**config.mk**
```make
export PLATFORM = sky130hd
export DESIGN_NAME = fetch_stage
export DESIGN_NICKNAME = d
export VERILOG_FILES = /design/src/rtl/riscv_pkg.sv /design/src/rtl/if_id_reg.sv /design/src/rtl/fetch_stage.sv
export SDC_FILE = /design/constraint.sdc
export NUM_CORES = 1
export LEC_CHECK = 0
export CELL_PAD_IN_SITES_DETAIL_PLACEMENT = 1
export CELL_PAD_IN_SITES_GLOBAL_PLACEMENT = 2
export CORE_ASPECT_RATIO = 1.25
export CORE_MARGIN = 1
export CORE_UTILIZATION = 28
export DETAILED_ROUTE_END_ITERATION = 16
export GPL_TIMING_DRIVEN = 0
export PLACE_DENSITY = 0.84
export SYNTH_ARGS = -nofsm -noshare
export SYNTH_HDL_FRONTEND = slang
export SYNTH_SLANG_ARGS = --single-unit
```
**constraint.sdc**
```tcl
create_clock -name clk -period 8.25 [get_ports clk]
set_clock_uncertainty 0.1 [all_clocks]
set_input_delay 0.825 -clock clk [delete_from_list [all_inputs] [get_ports clk]]
set_output_delay 0.825 -clock clk [all_outputs]
set_load 0.005 [all_outputs]
```
**src/rtl/riscv_pkg.sv**
```systemverilog
// Shared definitions for the RV32 front end: word width, canonical NOP and fetch FSM states.
package riscv_pkg;

  localparam int unsigned XLEN = 32;
  localparam logic [31:0] NOP_INSTR = 32'h0000_0013;

  typedef enum logic [1:0] {
    StIdle,
    StRun,
    StFault
  } fetch_state_t;

endpackage

```
**src/rtl/if_id_reg.sv**
```systemverilog
// IF/ID pipeline register: load a fetched word, hold, flush the valid bit, or reset to a NOP.
module if_id_reg
  import riscv_pkg::*;
(
  input  logic            clk,
  input  logic            rst,
  input  logic            load,
  input  logic            flush,
  input  logic [XLEN-1:0] in_instr,
  input  logic [XLEN-1:0] in_pc,
  output logic            valid,
  output logic [XLEN-1:0] instr,
  output logic [XLEN-1:0] pc,
  output logic [XLEN-1:0] pc_plus4
);

  always_ff @(posedge clk) begin
    if (rst) begin
      valid    <= 1'b0;
      instr    <= NOP_INSTR;
      pc       <= '0;
      pc_plus4 <= '0;
    end else if (load) begin
      valid    <= 1'b1;
      instr    <= in_instr;
      pc       <= in_pc;
      pc_plus4 <= in_pc + 32'd4;
    end else if (flush) begin
      // Flush only drops the valid bit; payload is left stale.
      valid <= 1'b0;
    end
  end

endmodule

```
**src/rtl/fetch_stage.sv**
```systemverilog
// Instruction fetch: PC sequencing, redirects, backpressure from decode and sticky fetch faults.
module fetch_stage
  import riscv_pkg::*;
#(
  parameter logic [31:0] RESET_PC = 32'h0000_0000,
  parameter int unsigned NUM_INST = 64
) (
  input  logic            clk,
  input  logic            rst,
  output logic [XLEN-1:0] imem_addr,
  input  logic [XLEN-1:0] imem_rdata,
  input  logic            redirect_valid,
  input  logic [XLEN-1:0] redirect_pc,
  input  logic            id_ready,
  output logic            id_valid,
  output logic [XLEN-1:0] id_instr,
  output logic [XLEN-1:0] id_pc,
  output logic [XLEN-1:0] id_pc_plus4,
  output logic            fault,
  output logic [XLEN-1:0] fault_pc
);

  fetch_state_t    state;
  logic [XLEN-1:0] pc;
  logic [XLEN-1:0] pc_next;
  logic [XLEN-1:0] pc_last_byte;
  logic            redir_act;
  logic            misaligned;
  logic            slot_free;
  logic            range_fault;
  logic            run_ok;
  logic            load;
  logic            flush;

  assign imem_addr    = pc;
  assign pc_next      = pc + 32'd4;
  assign pc_last_byte = pc + 32'd3;

  // Redirects are dead once the fetch unit has faulted.
  assign redir_act   = redirect_valid && (state != StFault);
  assign misaligned  = redirect_pc[1:0] != 2'b00;
  assign slot_free   = !id_valid || id_ready;
  assign range_fault = pc_last_byte >= NUM_INST;
  assign run_ok      = (state == StRun) && !redir_act && slot_free;
  assign load        = run_ok && !range_fault;
  assign flush       = redir_act || (id_valid && id_ready && !load);

  always_ff @(posedge clk) begin
    if (rst) begin
      state    <= StIdle;
      pc       <= RESET_PC;
      fault    <= 1'b0;
      fault_pc <= '0;
    end else begin
      case (state)
        StIdle: state <= StRun;
        StRun: begin
          if (load) begin
            pc <= pc_next;
          end else if (run_ok && range_fault) begin
            state    <= StFault;
            fault    <= 1'b1;
            fault_pc <= pc;
          end
        end
        StFault: ;
        default: state <= StIdle;
      endcase
      // Redirect wins over sequencing, including the IDLE -> RUN step.
      if (redir_act) begin
        if (misaligned) begin
          state    <= StFault;
          fault    <= 1'b1;
          fault_pc <= redirect_pc;
        end else begin
          pc <= redirect_pc;
        end
      end
    end
  end

  if_id_reg u_if_id_reg (
    .clk      (clk),
    .rst      (rst),
    .load     (load),
    .flush    (flush),
    .in_instr (imem_rdata),
    .in_pc    (pc),
    .valid    (id_valid),
    .instr    (id_instr),
    .pc       (id_pc),
    .pc_plus4 (id_pc_plus4)
  );

endmodule

```
==> impl_metrics.yaml <==
status:
  run_status: "complete, no violations"
placement:
  dp.final_hpwl_um: 21200
  routabilityCongestion: 0.888
  numPortBuffers: 228
  place.detailed.instances: 1399
  place_worst_setup_slack_ps: 4000
setup_path:
  critical-path-top-cell-by-count: "clkbuf_1"
  cp_max_fo: 10
  worst-r2r-cell-count: 11
  critical_path_required_ps: 8480
  cp.arrival_ps: 4440
  crit_path_top_delay_cell: "dfxtp_1"
  worstSetupEndpointType: "register"
  cp_slowest_stage_delay_ps: 520
  crit_buf_inv: 2
  kind_of_launch_point_of_the_worst_setup_path: "register"
  launching_point_of_the_worst_reg2reg_path: "imem_addr[2]"
  setup.worst_path.class: "reg -> reg"
  crit_family: "simple AND/OR/NAND/NOR gates"
  timing.critical_path.cells: "ha_1 > o2111ai_2 > or3_1 > o21a_1 > nor4_1 > and4_1 > and3_1 > clkbuf_1 > a21oi_1 > clkbuf_1 > and2_1"
  reg2reg_to: "u_if_id_reg.pc_plus4[26]"
  ff_to_ff_setup_slack_ps: 4040
finish:
  synthToLayoutAreaGrowth_pct: 47.1
  final-instance-count-excl-fill: 1431
  final_net_count: 1157
  drive_gt1_frac: 0.0781
  n_antenna_cell: 0
synth:
  synth.mux.area_fraction: 0
  synthCells: 841
  yosysTopAreaCell: "dfxtp_1"
  synth_top_cells_by_area: "dfxtp_1 (46%), nand2_1 (6.3%), a21oi_1 (5.4%)"
  main_combinational_cell_family_by_area_after_synthesis: "simple AND/OR/NAND/NOR gates"
  post_synth_and_or_nand_nor_area_fraction: 0.281
  mappedNetlistNets: 910
  yosys_warnings: 0
  synth_seq_area_share: 0.463
  synth_flop_cell: "dfxtp_1"
  yosys.area_share.xor_xnor: 0.0150
  synth.lib_cells_used.distinct: 57
  asyncSetResetFlopFracSynth: 0
  synth-seq-cells: 162
  synth_top_area_frac: 0.463
  post_synth_fa_ha_maj_area_fraction: 0.00179
  number_of_synthesized_flops_with_an_enable_pin: 0
  post_synth.cell_area_avg_um2: 8.33
  synthesized_area_fraction_occupied_by_ao_oa_aoi_and_oai_cells: 0.181
  synthesis.area_mm2: 0.00701
global_routing:
  grt_pass1_vias: 7622
  grt_use_met3: 0.0596
  grt_util_met1: 0.239
  grt_first_pass_wirelength_um: 42800
  grt_busiest_layer: "met2"
  global_route.overflow_total: 0
  pin_count_of_the_biggest_net_entering_global_routing: 19
  antenna_found_initial: 1
  grt_use_met2: 0.413
  groute.usage.overall: 0.221
sta:
  timing_hold_violations_final: 0
  hold-worst-slack_ps: 353
  transition_time_of_the_tightest_slew_check_pin_ps: 921
  relSlewSlack: 0.382
  finalSetupTns_ps: 0
  fin_max_slew_vios: 0
  clock.fmax_mhz: 238
  minimum_clock_period_after_layout_ps: 4210
  rsz0062_at_grt: "false"
  final_critical_path_setup_slack_ps: 4040
  fin_crit_sh: 0.510
  finalSetupViolations: 0
job:
  drv_cap: 0
cts:
  cts_tree: "built"
  clk-insertion-delay-late_ps: 440
  cts.clk_slew.worst_paths_ps: 70
  cts.path.max_buffers: 2
  h-tree-depth: 4
  cts.repair_timing.setup_buffer_count: 0
  postCtsResizedCells: 0
  numCtsBuffers: 17
  cts.sinks: 162
  cts_hold_buffers: 0
  clock_tree.root_cell: "clkbuf_16"
route:
  drt_first_pass_iters: 5
  wl_per_cell_um: 19.5
  detail_route.wirelength_um: 27800
  drtAntennaViolNets: 0
  violation_count_after_the_first_detailed_route_iteration: 285
  drc: 0
  dr_total_vias: 7201
  routed_via_density: 5.03
floorplan:
  initial_utilization: 0.286
  die_h_um: 179
  dieArea_mm2: 0.0257
  pin_count: 230
  placeableCoreArea_mm2: 0.0245
  placement_rows: 64
  die_width_um: 143
power:
  share_of_total_power_in_sequential_cells: 0.429
  ir_drop_uv: 156
  p_leak_nw: 3.56
  power.switching_fraction: 0.301
  power_frac_clock: 0.412
  power_report.internal_total_mw: 1.37
  p_switching_mw: 0.589
  p_comb_frac: 0.159
  power.density_cell_area_mw_per_mm2: 190
  power_mw: 1.96
hold_path:
  holdCritPathClass: "reg -> reg"
  min_delay_path_depth: 2
  worstHoldStart: "u_if_id_reg.pc_plus4[6]"
  hold-path-endpoint: "u_if_id_reg.pc_plus4[6]"
## layout make-up
cell class | instances | area [um^2]
fill | 2907 | 14200
multi-input combinational | 585 | 3360
sequential | 162 | 3240
timing repair buffer | 228 | 2280
clock buffer | 18 | 439
tap | 330 | 413
buffer | 85 | 372
clock inverter | 14 | 158
inverter | 9 | 33.8
## power groups by stage
stage	Sequential (mW)	Clock (mW)	Combinational, mW
after floorplan	0.855	0	0.140
after global placement	0.857	0	0.312
after detailed placement	0.858	0	0.316
after CTS	0.840	0.825	0.317
after global routing	0.844	0.857	0.340
final	0.839	0.806	0.312
## synthesized netlist by cell type (3+ instances only)
cell	n
a211o_1	3
a21oi_1	76
a21oi_2	20
a311oi_1	6
a31oi_1	4
and2_1	29
and3_1	6
and4_1	3
buf_2	18
buf_4	4
clkbuf_1	60
dfxtp_1	162
inv_1	9
nand2_1	118
nand3_1	74
nand4_1	14
nor2_1	79
nor3_1	8
nor3b_1	4
nor4_1	14
o211a_1	3
o21ai_0	11
o311a_1	30
o31ai_1	3
or2_1	3
or3_1	3
or4_1	27
xnor2_1	8
xor2_1	4
## placed cells by master, fill, tap and decap left out, types with 6 or more instances in the layout
master and count:
clkdlybuf4s50_1 228, clkbuf_16 17, o311a_1 30, a21oi_1 76, inv_1 9, and3_1 6, nand2_1 118, buf_2 18
nor4_1 14, and2_1 29, nor3_1 7, or4_1 27, o21ai_0 11, xnor2_1 8, a311oi_1 6, clkbuf_1 60
a21oi_2 20, dfxtp_1 162, nand3_1 74, nand4_1 14, nor2_1 79
## registers in the layout, summed over array words and instances, names as in the netlist
signal,flops
fault_pc,32
imem_addr,32
u_if_id_reg.instr,32
u_if_id_reg.pc_plus4,32
u_if_id_reg.pc,30
state,2
fault,1
u_if_id_reg.valid,1
## per-stage QoR
stage,util,cell area (um^2)
detailed placement,0.396,9700
floorplan,-,7010
global placement,0.396,9700
global route,0.420,10300
CTS,0.420,10300
finish,0.420,10300
## metal layers
layer / vias up / wire length [um]
met5: - / 0
li1: 3490 / -
met2: 189 / 14700
met1: 3497 / 10900
met3: 25 / 1800
met4: 0 / 449
## worst max-delay path by stage
| stage | startpoint | depth (start not counted) | to |
|---|---|---|---|
| after CTS | imem_addr[2] | 11 | u_if_id_reg.pc_plus4[26] |
| after floorplan | imem_addr[2] | 12 | u_if_id_reg.pc[21] |
| after global placement | imem_addr[2] | 11 | u_if_id_reg.pc_plus4[21] |
| after global routing | imem_addr[2] | 11 | u_if_id_reg.pc_plus4[13] |
| final | imem_addr[2] | 11 | u_if_id_reg.pc_plus4[26] |
| after detailed placement | imem_addr[2] | 11 | u_if_id_reg.pc_plus4[26] |
## logic make-up after synthesis
group / after synthesis
adder cells (fa/ha/maj): 1
AO/OA/AOI/OAI: 177
XOR/XNOR: 12
flip-flops: 162
buffers and inverters: 94
AND/OR/NAND/NOR: 395
## tightest hold or removal path: cells and delay by family, from the launching register on
kind	cells	cell delay (ps)
flip-flops	1	310
AND/OR/NAND/NOR	1	50
AO/OA/AOI/OAI	1	50
Note: power is estimated with default switching activity, not from simulation.
